$ cat config.mk
export PLATFORM = sky130hd
export DESIGN_NAME = instr_fetch
export DESIGN_NICKNAME = d
export VERILOG_FILES = /design/src/rtl/instr_fetch.sv
export SDC_FILE = /design/constraint.sdc
export NUM_CORES = 1
export LEC_CHECK = 0
export BUFFER_PORTS_ARGS = -buffer_cell sky130_fd_sc_hd__clkbuf_2
export CORE_MARGIN = 4
export CORE_UTILIZATION = 55
export CTS_BUF_LIST = sky130_fd_sc_hd__clkbuf_8
export CTS_CLUSTER_SIZE = 30
export DETAILED_ROUTE_END_ITERATION = 12
export PLACE_DENSITY_LB_ADDON = 0.12
export SKIP_LAST_GASP = 1
export SLEW_MARGIN = 30
export SYNTH_ARGS = -nofsm -noshare
export SYNTH_HDL_FRONTEND = slang
export SYNTH_SLANG_ARGS = --single-unit
$ cat constraint.sdc
create_clock -name clk -period 3 [get_ports clk]
set_input_delay 0.3 -clock clk [delete_from_list [all_inputs] [get_ports clk]]
set_output_delay 0.3 -clock clk [all_outputs]
set_load 0.02 [all_outputs]
$ cat src/rtl/instr_fetch.sv
// -----------------------------------------------------------------------------
// instr_fetch
//   Instruction fetch stage. Owns the word-granular program counter, drives the
//   instruction memory address, and captures {pc, instr} pairs into a 2-entry
//   queue that feeds decode over a valid/ready handshake. A redirect flushes
//   the queue and reloads the PC.
//
// Ports
//   clk            in   sole clock, rising edge
//   rst_n          in   asynchronous active-low reset
//   fetch_en       in   fetch permitted this cycle
//   pc_out         out  [31:0] word address to instruction memory (PC register)
//   instr_in       in   [31:0] instruction for pc_out, same cycle
//   redirect_valid in   load redirect_pc and flush queue
//   redirect_pc    in   [31:0] redirect target word address
//   out_valid      out  queue head valid
//   out_ready      in   decode accepts head this cycle
//   out_instr      out  [31:0] instruction at queue head
//   out_pc         out  [31:0] PC of instruction at queue head
//   flushed        out  registered pulse, the cycle after a redirect
// -----------------------------------------------------------------------------
module instr_fetch #(
  parameter logic [31:0] RESET_PC = 32'h0,
  parameter int          DEPTH    = 2
) (
  input  logic        clk,
  input  logic        rst_n,
  input  logic        fetch_en,
  output logic [31:0] pc_out,
  input  logic [31:0] instr_in,
  input  logic        redirect_valid,
  input  logic [31:0] redirect_pc,
  output logic        out_valid,
  input  logic        out_ready,
  output logic [31:0] out_instr,
  output logic [31:0] out_pc,
  output logic        flushed
);

  // Queue occupancy limit; only a depth of 2 is supported by the entry logic.
  localparam logic [1:0] FULL_COUNT = DEPTH[1:0];

  logic [31:0] pc_q, pc_d;
  logic [1:0]  count_q, count_d;
  logic [31:0] head_instr_q, head_instr_d;
  logic [31:0] head_pc_q, head_pc_d;
  logic [31:0] sec_instr_q, sec_instr_d;
  logic [31:0] sec_pc_q, sec_pc_d;
  logic        flushed_q, flushed_d;

  logic pop;
  logic push;

  assign out_valid = (count_q != 2'd0);
  assign out_instr = head_instr_q;
  assign out_pc    = head_pc_q;
  assign pc_out    = pc_q;
  assign flushed   = flushed_q;

  assign pop  = out_valid & out_ready;
  // A full queue can still accept a new entry when the head leaves this cycle.
  assign push = fetch_en & ~redirect_valid & ((count_q != FULL_COUNT) | pop);

  always_comb begin
    pc_d         = pc_q;
    count_d      = count_q;
    head_instr_d = head_instr_q;
    head_pc_d    = head_pc_q;
    sec_instr_d  = sec_instr_q;
    sec_pc_d     = sec_pc_q;
    flushed_d    = 1'b0;

    if (redirect_valid) begin
      // Entry registers keep their contents; only the count clears, so the
      // out_* values hold while out_valid is low.
      pc_d      = redirect_pc;
      count_d   = 2'd0;
      flushed_d = 1'b1;
    end else begin
      if (push) begin
        pc_d = pc_q + 32'd1;
      end
      unique case ({push, pop})
        2'b10: begin
          if (count_q == 2'd0) begin
            head_instr_d = instr_in;
            head_pc_d    = pc_q;
          end else begin
            sec_instr_d  = instr_in;
            sec_pc_d     = pc_q;
          end
          count_d = count_q + 2'd1;
        end
        2'b01: begin
          if (count_q == 2'd2) begin
            head_instr_d = sec_instr_q;
            head_pc_d    = sec_pc_q;
          end
          count_d = count_q - 2'd1;
        end
        2'b11: begin
          // Count unchanged; the new entry lands behind whatever remains.
          if (count_q == 2'd1) begin
            head_instr_d = instr_in;
            head_pc_d    = pc_q;
          end else begin
            head_instr_d = sec_instr_q;
            head_pc_d    = sec_pc_q;
            sec_instr_d  = instr_in;
            sec_pc_d     = pc_q;
          end
        end
        default: ;
      endcase
    end
  end

  always_ff @(posedge clk or negedge rst_n) begin
    if (!rst_n) begin
      pc_q         <= RESET_PC;
      count_q      <= 2'd0;
      head_instr_q <= 32'd0;
      head_pc_q    <= 32'd0;
      sec_instr_q  <= 32'd0;
      sec_pc_q     <= 32'd0;
      flushed_q    <= 1'b0;
    end else begin
      pc_q         <= pc_d;
      count_q      <= count_d;
      head_instr_q <= head_instr_d;
      head_pc_q    <= head_pc_d;
      sec_instr_q  <= sec_instr_d;
      sec_pc_q     <= sec_pc_d;
      flushed_q    <= flushed_d;
    end
  end

endmodule

---- Word level (Yosys, flattened, before mapping) ----
Cells that the tools add are included.
cells by class
  bitwise operators ....................... 5
  muxes and demuxes ....................... 19
  eq/ne operators ......................... 10
  reductions and logical operators ........ 8
  add/subtract/negate cells ............... 3
operators by type and width
  cell                     count
  $mux W32                 12
  $pmux W32 S3             2
  $pmux W32 S2             2
  $add A32 B1 Y32 const B  1
  $ne A2 B2 Y1 const B     5
  $reduce_and A4 Y1        2
  $eq A2 B2 Y1 const B     3
  $reduce_bool A2 Y1       3
  $reduce_bool A3 Y1       2
  $eq A2 B1 Y1 const B     2
  $pmux W2 S2              1
  $and A1 B1 Y1            3
  $add A2 B1 Y2 const B    1
  $logic_not A2 Y1         1
  $mux W2                  1
  $sub A2 B1 Y2 const B    1
  $mux W1                  1
  $not A1 Y1               1
  $or A1 B1 Y1             1
storage, ports and cells
  bits of input ports ..................... 69
  register bits ........................... 163
  output and inout port bits .............. 98

---- Longest topological paths before layout ----
Gate-level depths: netlist (run 1).
  word-level depth ........................ 7
  mapped depth ............................ 9
  mapped depth without buffers ............ 7

---- Least setup slack after synthesis (run 1) ----
OpenSTA, ideal clock, no wires.
  kind .................................... register to register
  start ................................... register pc_q[13] (netlist: pc_out[13])
  end ..................................... register pc_q[28] (netlist: pc_out[28])
  arrival time ............................ 1.862 ns
  buffers on the path ..................... 1
  stages on the path, launching flop included .. 7
  setup slack ............................. 1.018 ns
  cell sequence ........................... dfrtp_1 -> and4_1 -> and2_1 -> clkbuf_1 -> nand3_2 -> or3_1 -> a31o_2
on the way
  cells in the longest elaborated chain, start to end .. 3
ends and longest elaborated chain
  element                 line  RTL
  from (decl)             43    logic [31:0] pc_q, pc_d;
  from (signal assigned)  128   pc_q <= pc_d;
  $add A32 B1 Y32         81    pc_d = pc_q + 32'd1;
  $mux W32                80    if (push) begin
  $mux W32                73    if (redirect_valid) begin
Every way passes these cells. The select of a mux whose other input is x is not followed.
A chain may end at the register's enable or synchronous reset.

---- Worst setup path in the final report (run 1) ----
  start ................................... register count_q[1]
  end ..................................... register pc_q[30] (netlist: pc_out[30])
on the way
  cells in the longest elaborated chain, start to end .. 5
  elaborated cells on any way between the ends .. 6
ends and longest elaborated chain
  element                           line  RTL
  from (decl)                       44    logic [1:0] count_q, count_d;
  from (signal assigned)            129   count_q <= count_d;
  $reduce_bool A2 Y1                54    assign out_valid = (count_q != 2'd0);
  $and A1 B1 Y1                     60    assign pop = out_valid & out_ready;
  $or A1 B1 Y1 (*)                  62    assign push = fetch_en & ~redirect_valid & ((count_q != FULL_COUNT) | pop);
  $and A1 B1 Y1 (*)                 62
  $reduce_bool A2 Y1 (no line) (*)  -
Mark *: on every way between the ends. The rest lies on a longest branch, timed or not.

==> impl_metrics.py, run 1 <==
metrics = {
    "clock_network": {
        "clock_path_buffers": 2,
        "clk_pin_slew_worst_paths_ps": 90,
        "cts_tree": "yes",
        "clock_latency_ps": 450,
        "cts_buffers": 17,
        "root_buffer": "clkbuf_8",
        "cts_resized": 0,
        "cts.sinks": 163,
        "h-tree-depth": 4,
    },
    "worst_setup_path": {
        "cp_common_cell": "o31a_1",
        "critPathMaxStageDelay_ps": 490,
        "cp_slowest_cell": "o2111a_1",
        "cp_max_fo": 11,
        "path_buf_inv": 1,
        "worst-endpoint-arrival_ps": 2710,
        "crit_chain": "inv_1 -> ha_1 -> nor2b_1 -> o2111a_1 -> nand3_2 -> o31a_1 -> o31a_1",
        "crit_path_start_kind": "register",
        "r2r_cells": 7,
        "crit_required_ps": 3330,
        "cp_num_cells": 7,
        "crit_family": "compound AO/OA/AOI/OAI gates",
        "cp-end-kind": "register",
        "crit_type": "reg -> reg",
    },
    "timing": {
        "finalHoldViolCount": 0,
        "relSlewSlack_pct": 46.8,
        "max_freq_mhz": 420,
        "tns_ps": 0,
        "finalCritPeriodShare_pct": 79.3,
        "period_needed_ps": 2380,
        "grt_setup_unrepaired": "false",
        "fin_skew_ps": 8.84,
        "holdWs_ps": 62.6,
        "setup_viol": 0,
        "slew_violations": 0,
        "worstMarginPinSlew_ps": 797,
    },
    "layout": {
        "area_growth_pct": 20.2,
        "fillers": 1052,
        "multi_input_area_sq_um": 3120,
        "fin_area_sq_um": 8850,
        "antennaDiodeCount": 0,
        "regArea_sq_um": 4080,
        "drive_above_1_share_pct": 34.6,
        "layoutNonFillerInstCount": 995,
        "final_nets": 879,
    },
    "power_and_ir_drop": {
        "p_comb_share_pct": 34.1,
        "p_int_mw": 5.25,
        "power_density_nw_per_um2": 922,
        "sequentialPowerShare_pct": 44.7,
        "power_switching_mw": 2.91,
        "p_clk_share_pct": 21.3,
        "sw_frac_of_total_pct": 35.7,
        "peakVddDrop_v": 0.000416,
        "p_leak_nw": 3.93,
    },
    "floorplanning": {
        "fp.coreArea_sq_um": 13200,
        "io_pins": 167,
        "start_util_pct": 55.8,
        "dieArea_sq_um": 15300,
        "rows": 42,
        "die_w_um": 124,
        "die_y_um": 124,
    },
    "worst_hold_path": {
        "hold_class": "in -> reg",
        "worstHoldPathCells": 3,
    },
    "global_routing": {
        "grt_pass1_wl_mm": 26.6,
        "grt_pass1_vias": 5424,
        "grt-ovfl-total": 0,
        "antenna_found_initial": 0,
        "grt_max_degree": 117,
        "track_usage_pct": 22.3,
    },
    "synth": {
        "ys_async_sr_fraction_pct": 100,
        "syn-mean-instance-area_sq_um": 11.3,
        "synth_edf_count": 0,
        "synth.ff_latch_count": 163,
        "yosysUniqueCellTypes": 48,
        "synth_nets": 722,
        "yosys_warnings": 0,
        "syn_area_sq_um": 7360,
        "synth_flop_cell": "dfrtp_1",
        "yosysSeqAreaShare_pct": 55.4,
        "postSynthCellCount": 649,
    },
    "run_status": {
        "outcome": "finished, final reports clean",
    },
    "drt": {
        "viasPerCell": 5.44,
        "drc": 0,
        "vias": 5413,
        "drt_wl_total_mm": 16.6,
        "drt-pass1-iter-count": 4,
        "wl_per_cell_um": 16.7,
        "detail_route.iter0.violations": 359,
        "final_antenna_net_count": 0,
    },
    "run": {
        "cap_violations": 0,
    },
    "place": {
        "dpl.hpwl_mm": 11.4,
        "postPlaceCellArea_sq_um": 8400,
        "finalWeightedCongestion": 0.830,
        "dpl.cell_count": 962,
        "port_buffers": 166,
    },
}
## synthesized netlist by cell type, types with 2 or more instances
cell | number | area (sq um)
dfrtp_1 | 163 | 4080
nor2_1 | 76 | 285
a21oi_1 | 69 | 345
mux2_2 | 67 | 754
mux2i_1 | 63 | 631
nand2_1 | 37 | 139
o21ai_0 | 21 | 105
clkbuf_1 | 20 | 75.1
buf_2 | 15 | 75.1
xor2_1 | 15 | 131
nand4_1 | 11 | 68.8
inv_1 | 10 | 37.5
nand3_1 | 10 | 50.1
xnor2_1 | 10 | 87.6
and3_1 | 5 | 31.3
nor4_1 | 5 | 31.3
ha_1 | 4 | 50.1
a211oi_1 | 3 | 22.5
and2_1 | 3 | 18.8
o2111a_1 | 3 | 33.8
a31oi_1 | 2 | 12.5
and4_1 | 2 | 17.5
buf_1 | 2 | 7.51
nand2b_1 | 2 | 12.5
nand3_2 | 2 | 20.0
nor2b_1 | 2 | 12.5
nor3_1 | 2 | 10.0
o211ai_1 | 2 | 15.0
o22ai_1 | 2 | 12.5
o31a_1 | 2 | 17.5
o41ai_1 | 2 | 17.5
## power groups by stage
stage | logic [mW] | clock network (mW) | registers (mW)
2_1_floorplan | 1.32 | 0 | 4.17
3_3_place_gp | 2.73 | 0 | 3.63
3_5_place_dp | 2.81 | 0 | 3.69
4_1_cts | 2.82 | 1.77 | 3.65
5_1_grt | 3.04 | 1.88 | 3.77
6_report | 2.78 | 1.73 | 3.64
## final timing paths
check                                start               to  slack, ps
max                             count_q[1]       pc_out[30]        620
min                        redirect_pc[12]       pc_out[12]         60
max reg2reg                     count_q[1]       pc_out[30]        620
min reg2reg                sec_instr_q[10]  sec_instr_q[10]        510
max in group asynchronous            rst_n     sec_pc_q[23]       1680
min in group asynchronous            rst_n    out_instr[26]        460
## tightest hold or removal path, cell delays in order
cell,delay (ps)
clkbuf_2,80
nand2_1,40
o21ai_0,60
## cell families (layout without fill, tap and decap cells)
family,Yosys count,count (layout),synth area share (%)
buffers and inverters,48,218,2.70
XOR/XNOR,25,25,2.97
AND/OR/NAND/NOR,167,167,10.9
flip-flops,163,163,55.4
AO/OA/AOI/OAI,112,112,8.51
multiplexers,130,130,18.8
adder cells (fa/ha/maj),4,4,0.680
## cell usage in the layout (no fill, tap or decap), types with 10 or more instances in the layout
master	instances
xor2_1	15
xnor2_1	10
nor2_1	76
mux2i_1	63
mux2_2	67
nand4_1	11
dfrtp_1	163
inv_1	13
a21oi_1	68
clkbuf_2	165
o21ai_0	21
nand3_1	10
clkbuf_8	20
nand2_1	37
## state kept, by name (all words and copies together), names as in the netlist
signal       flops
count_q          2
out_pc          32
out_instr       32
flushed          1
sec_instr_q     32
pc_out          32
sec_pc_q        32
## per-stage QoR
stage	setup slack [ps]	power, mW	util, %
floorplan	1020	5.50	-
global placement	750	6.36	63.7
detailed placement	619	6.50	63.7
CTS	637	8.24	67.1
global route	472	8.69	67.1
finish	620	8.16	67.1
## layer usage
metal	global-route usage, %	wire [um]	vias to the layer above
li1	-	-	2596
met1	30.2	7320	2645
met2	36.0	8080	149
met3	5.45	966	23
met4	6.51	210	0
met5	0	0	-
## final cells by class
cell class	instances	share of cell area [%]
Inverter	11	0.466
Clock buffer	20	3.11
Timing Repair Buffer	175	10.8
Clock inverter	12	1.84
Sequential cell	163	46.1
Tap cell	176	2.49
Multi-Input combinational cell	438	35.2
## what timing repair did
action                    in CTS  in global routing
hold buffers                   1                  0
buffers inserted               0                  0
hold endpoints to repair      84                  0
No activity file was read; power rests on OpenSTA's default activity.
==> run 2, diff against run 1 <==
==> constraint.sdc (replaced) <==
create_clock -name clk -period 2.45 [get_ports clk]
set_input_delay 0.245 -clock clk [delete_from_list [all_inputs] [get_ports clk]]
set_output_delay 0.245 -clock clk [all_outputs]
set_load 0.02 [all_outputs]
==> run 2 against run 1 <==
Against the previous run: sequential share of layout area shrank 0.64 points; critical path type unchanged; wire length shrank 0.43%; first-iteration DRC count fell by 23%; non-clock buffer count is 15 higher; register-to-register slack got worse by 350 ps; core utilization grew 0.95 points; sequential cell count did not move; clock skew is 3.4 ps higher.
==> impl_metrics.py, run 2 (synthesis results as in run 1) <==
metrics = {
    "worst_setup_path": {
        "crit_chain": "inv_1 -> ha_1 -> o22ai_1 -> a211oi_4 -> buf_4 -> nor2_1 -> a21oi_1",
        "rrSetupSlack_ps": 270,
        "cp-end-kind": "register",
        "crit_required_ps": 2810,
        "crit_type": "reg -> reg",
        "crit_path_start_kind": "register",
        "reg2reg_to": "out_instr[11]",
        "r2r_cells": 7,
        "worstSetupStartpoint": "count_q[0]",
        "cp_slowest_cell": "a211oi_4",
        "cp_max_fo": 28,
        "critPathMaxStageDelay_ps": 470,
        "worst-endpoint-arrival_ps": 2530,
        "reg2reg_from": "count_q[0]",
        "cp-endpoint": "out_instr[11]",
    },
    "clock_network": {
        "clock_path_buffers": 2,
        "cts.sinks": 163,
        "cts_buffers": 17,
        "clock_latency_ps": 440,
        "cts_resized": 0,
        "cts.hold.buffers_added": 8,
        "clk_pin_slew_worst_paths_ps": 80,
        "root_buffer": "clkbuf_8",
        "post_cts_buffers": 0,
        "cts_tree": "yes",
        "h-tree-depth": 4,
    },
    "global_routing": {
        "track_usage_pct": 22.3,
        "globalRouteMet1Util_pct": 29.8,
        "grt_use_met2_pct": 36.0,
        "grt_max_degree": 73,
        "grt_pass1_vias": 5486,
        "grt_util_met3_pct": 4.86,
        "grt_busiest_layer": "met2",
        "grt_pass1_wl_mm": 26.9,
        "grt-ovfl-total": 0,
        "antenna_found_initial": 0,
    },
    "layout": {
        "final_cell_mix": "clkbuf_2, dfrtp_1, nor2_1",
        "area_growth_pct": 21.9,
        "layoutNonFillerInstCount": 1009,
        "final_common_cell": "clkbuf_2",
        "drive_above_1_share_pct": 35.1,
        "final_nets": 894,
        "utilization_pct": 68.1,
        "antennaDiodeCount": 0,
        "fillers": 1013,
    },
    "drt": {
        "vias": 5447,
        "drc": 0,
        "wl_per_cell_um": 16.4,
        "final_antenna_net_count": 0,
        "viasPerCell": 5.40,
        "detail_route.iter0.violations": 277,
        "drt-pass1-iter-count": 4,
        "drt_wl_total_mm": 16.5,
    },
    "place": {
        "dpl.cell_count": 970,
        "dpl.hpwl_mm": 11.7,
        "port_buffers": 166,
        "finalWeightedCongestion": 0.863,
    },
    "run_status": {
        "outcome": "finished, final reports clean",
    },
    "floorplanning": {
        "fp.coreArea_sq_um": 13200,
        "die_y_um": 124,
        "die_w_um": 124,
        "io_pins": 167,
        "start_util_pct": 55.8,
        "dieArea_sq_um": 15300,
        "rows": 42,
    },
    "timing": {
        "setup_viol": 0,
        "fin_skew_ps": 12.3,
        "grt_setup_unrepaired": "false",
        "slew_violations": 0,
        "finalCritPeriodShare_pct": 88.8,
        "max_freq_mhz": 460,
        "period_needed_ps": 2180,
        "finalHoldViolCount": 0,
        "worstMarginPinSlew_ps": 692,
        "tns_ps": 0,
        "relSlewSlack_pct": 53.9,
    },
    "power_and_ir_drop": {
        "power_mw": 9.91,
        "p_leak_nw": 4.00,
        "peakVddDrop_v": 0.000598,
        "power_density_nw_per_um2": 1100,
    },
    "worst_hold_path": {
        "hold_class": "in -> reg",
    },
    "run": {
        "cap_violations": 0,
    },
}
## run 2: per-layer routing
metal,wire (um),vias to the layer above
li1,-,2630
met1,7280,2659
met2,8040,133
met3,871,25
met4,326,0
met5,0,-
## run 2: final cells by class
type	instances	area (sq um)	share of cell area, %
sequential	163	4080	45.4
tap	176	220	2.45
clock inverter	11	133	1.48
inverter	11	41.3	0.460
clock buffer	20	275	3.07
timing repair buffer	190	1110	12.4
multi-input combinational	438	3120	34.7
## run 2: worst min path at each step
stage / cells past startpoint / endpoint / startpoint / slack, ps
3_3_place_gp: 1 / out_instr[25] / rst_n / 310
3_5_place_dp: 1 / out_instr[24] / rst_n / 310
2_1_floorplan: 0 / count_q[0] / rst_n / -50
4_1_cts: 3 / pc_out[26] / redirect_pc[26] / 0.008
6_report: 3 / pc_out[8] / redirect_pc[8] / 30
5_1_grt: 3 / pc_out[12] / redirect_pc[12] / 20
## run 2: report_power, final
group / total [mW] / internal (mW) / switching [mW]
clock: 2.00 / 1.07 / 0.931
combinational: 3.46 / 1.48 / 1.98
sequential: 4.45 / 3.80 / 0.643
total: 9.91 / 6.36 / 3.55
## run 2: worst max-delay path: cells and delay by family (launching register included)
| family | cells | cell delay (ps) |
|---|---|---|
| AOI/OAI and AO/OA | 3 | 790 |
| adders and majority gates | 1 | 290 |
| DFF | 1 | 400 |
| buffers and inverters | 2 | 520 |
| and+or+nand+nor | 1 | 80 |
## run 2: per-stage QoR
step	hold slack [ps]	setup slack, ps	area [sq um]
after floorplan	-50.6	468	7360
after global placement	314	416	8490
after detailed placement	315	236	8490
after CTS	0.00822	238	8980
after global routing	24.0	131	8980
final	25.3	274	8980
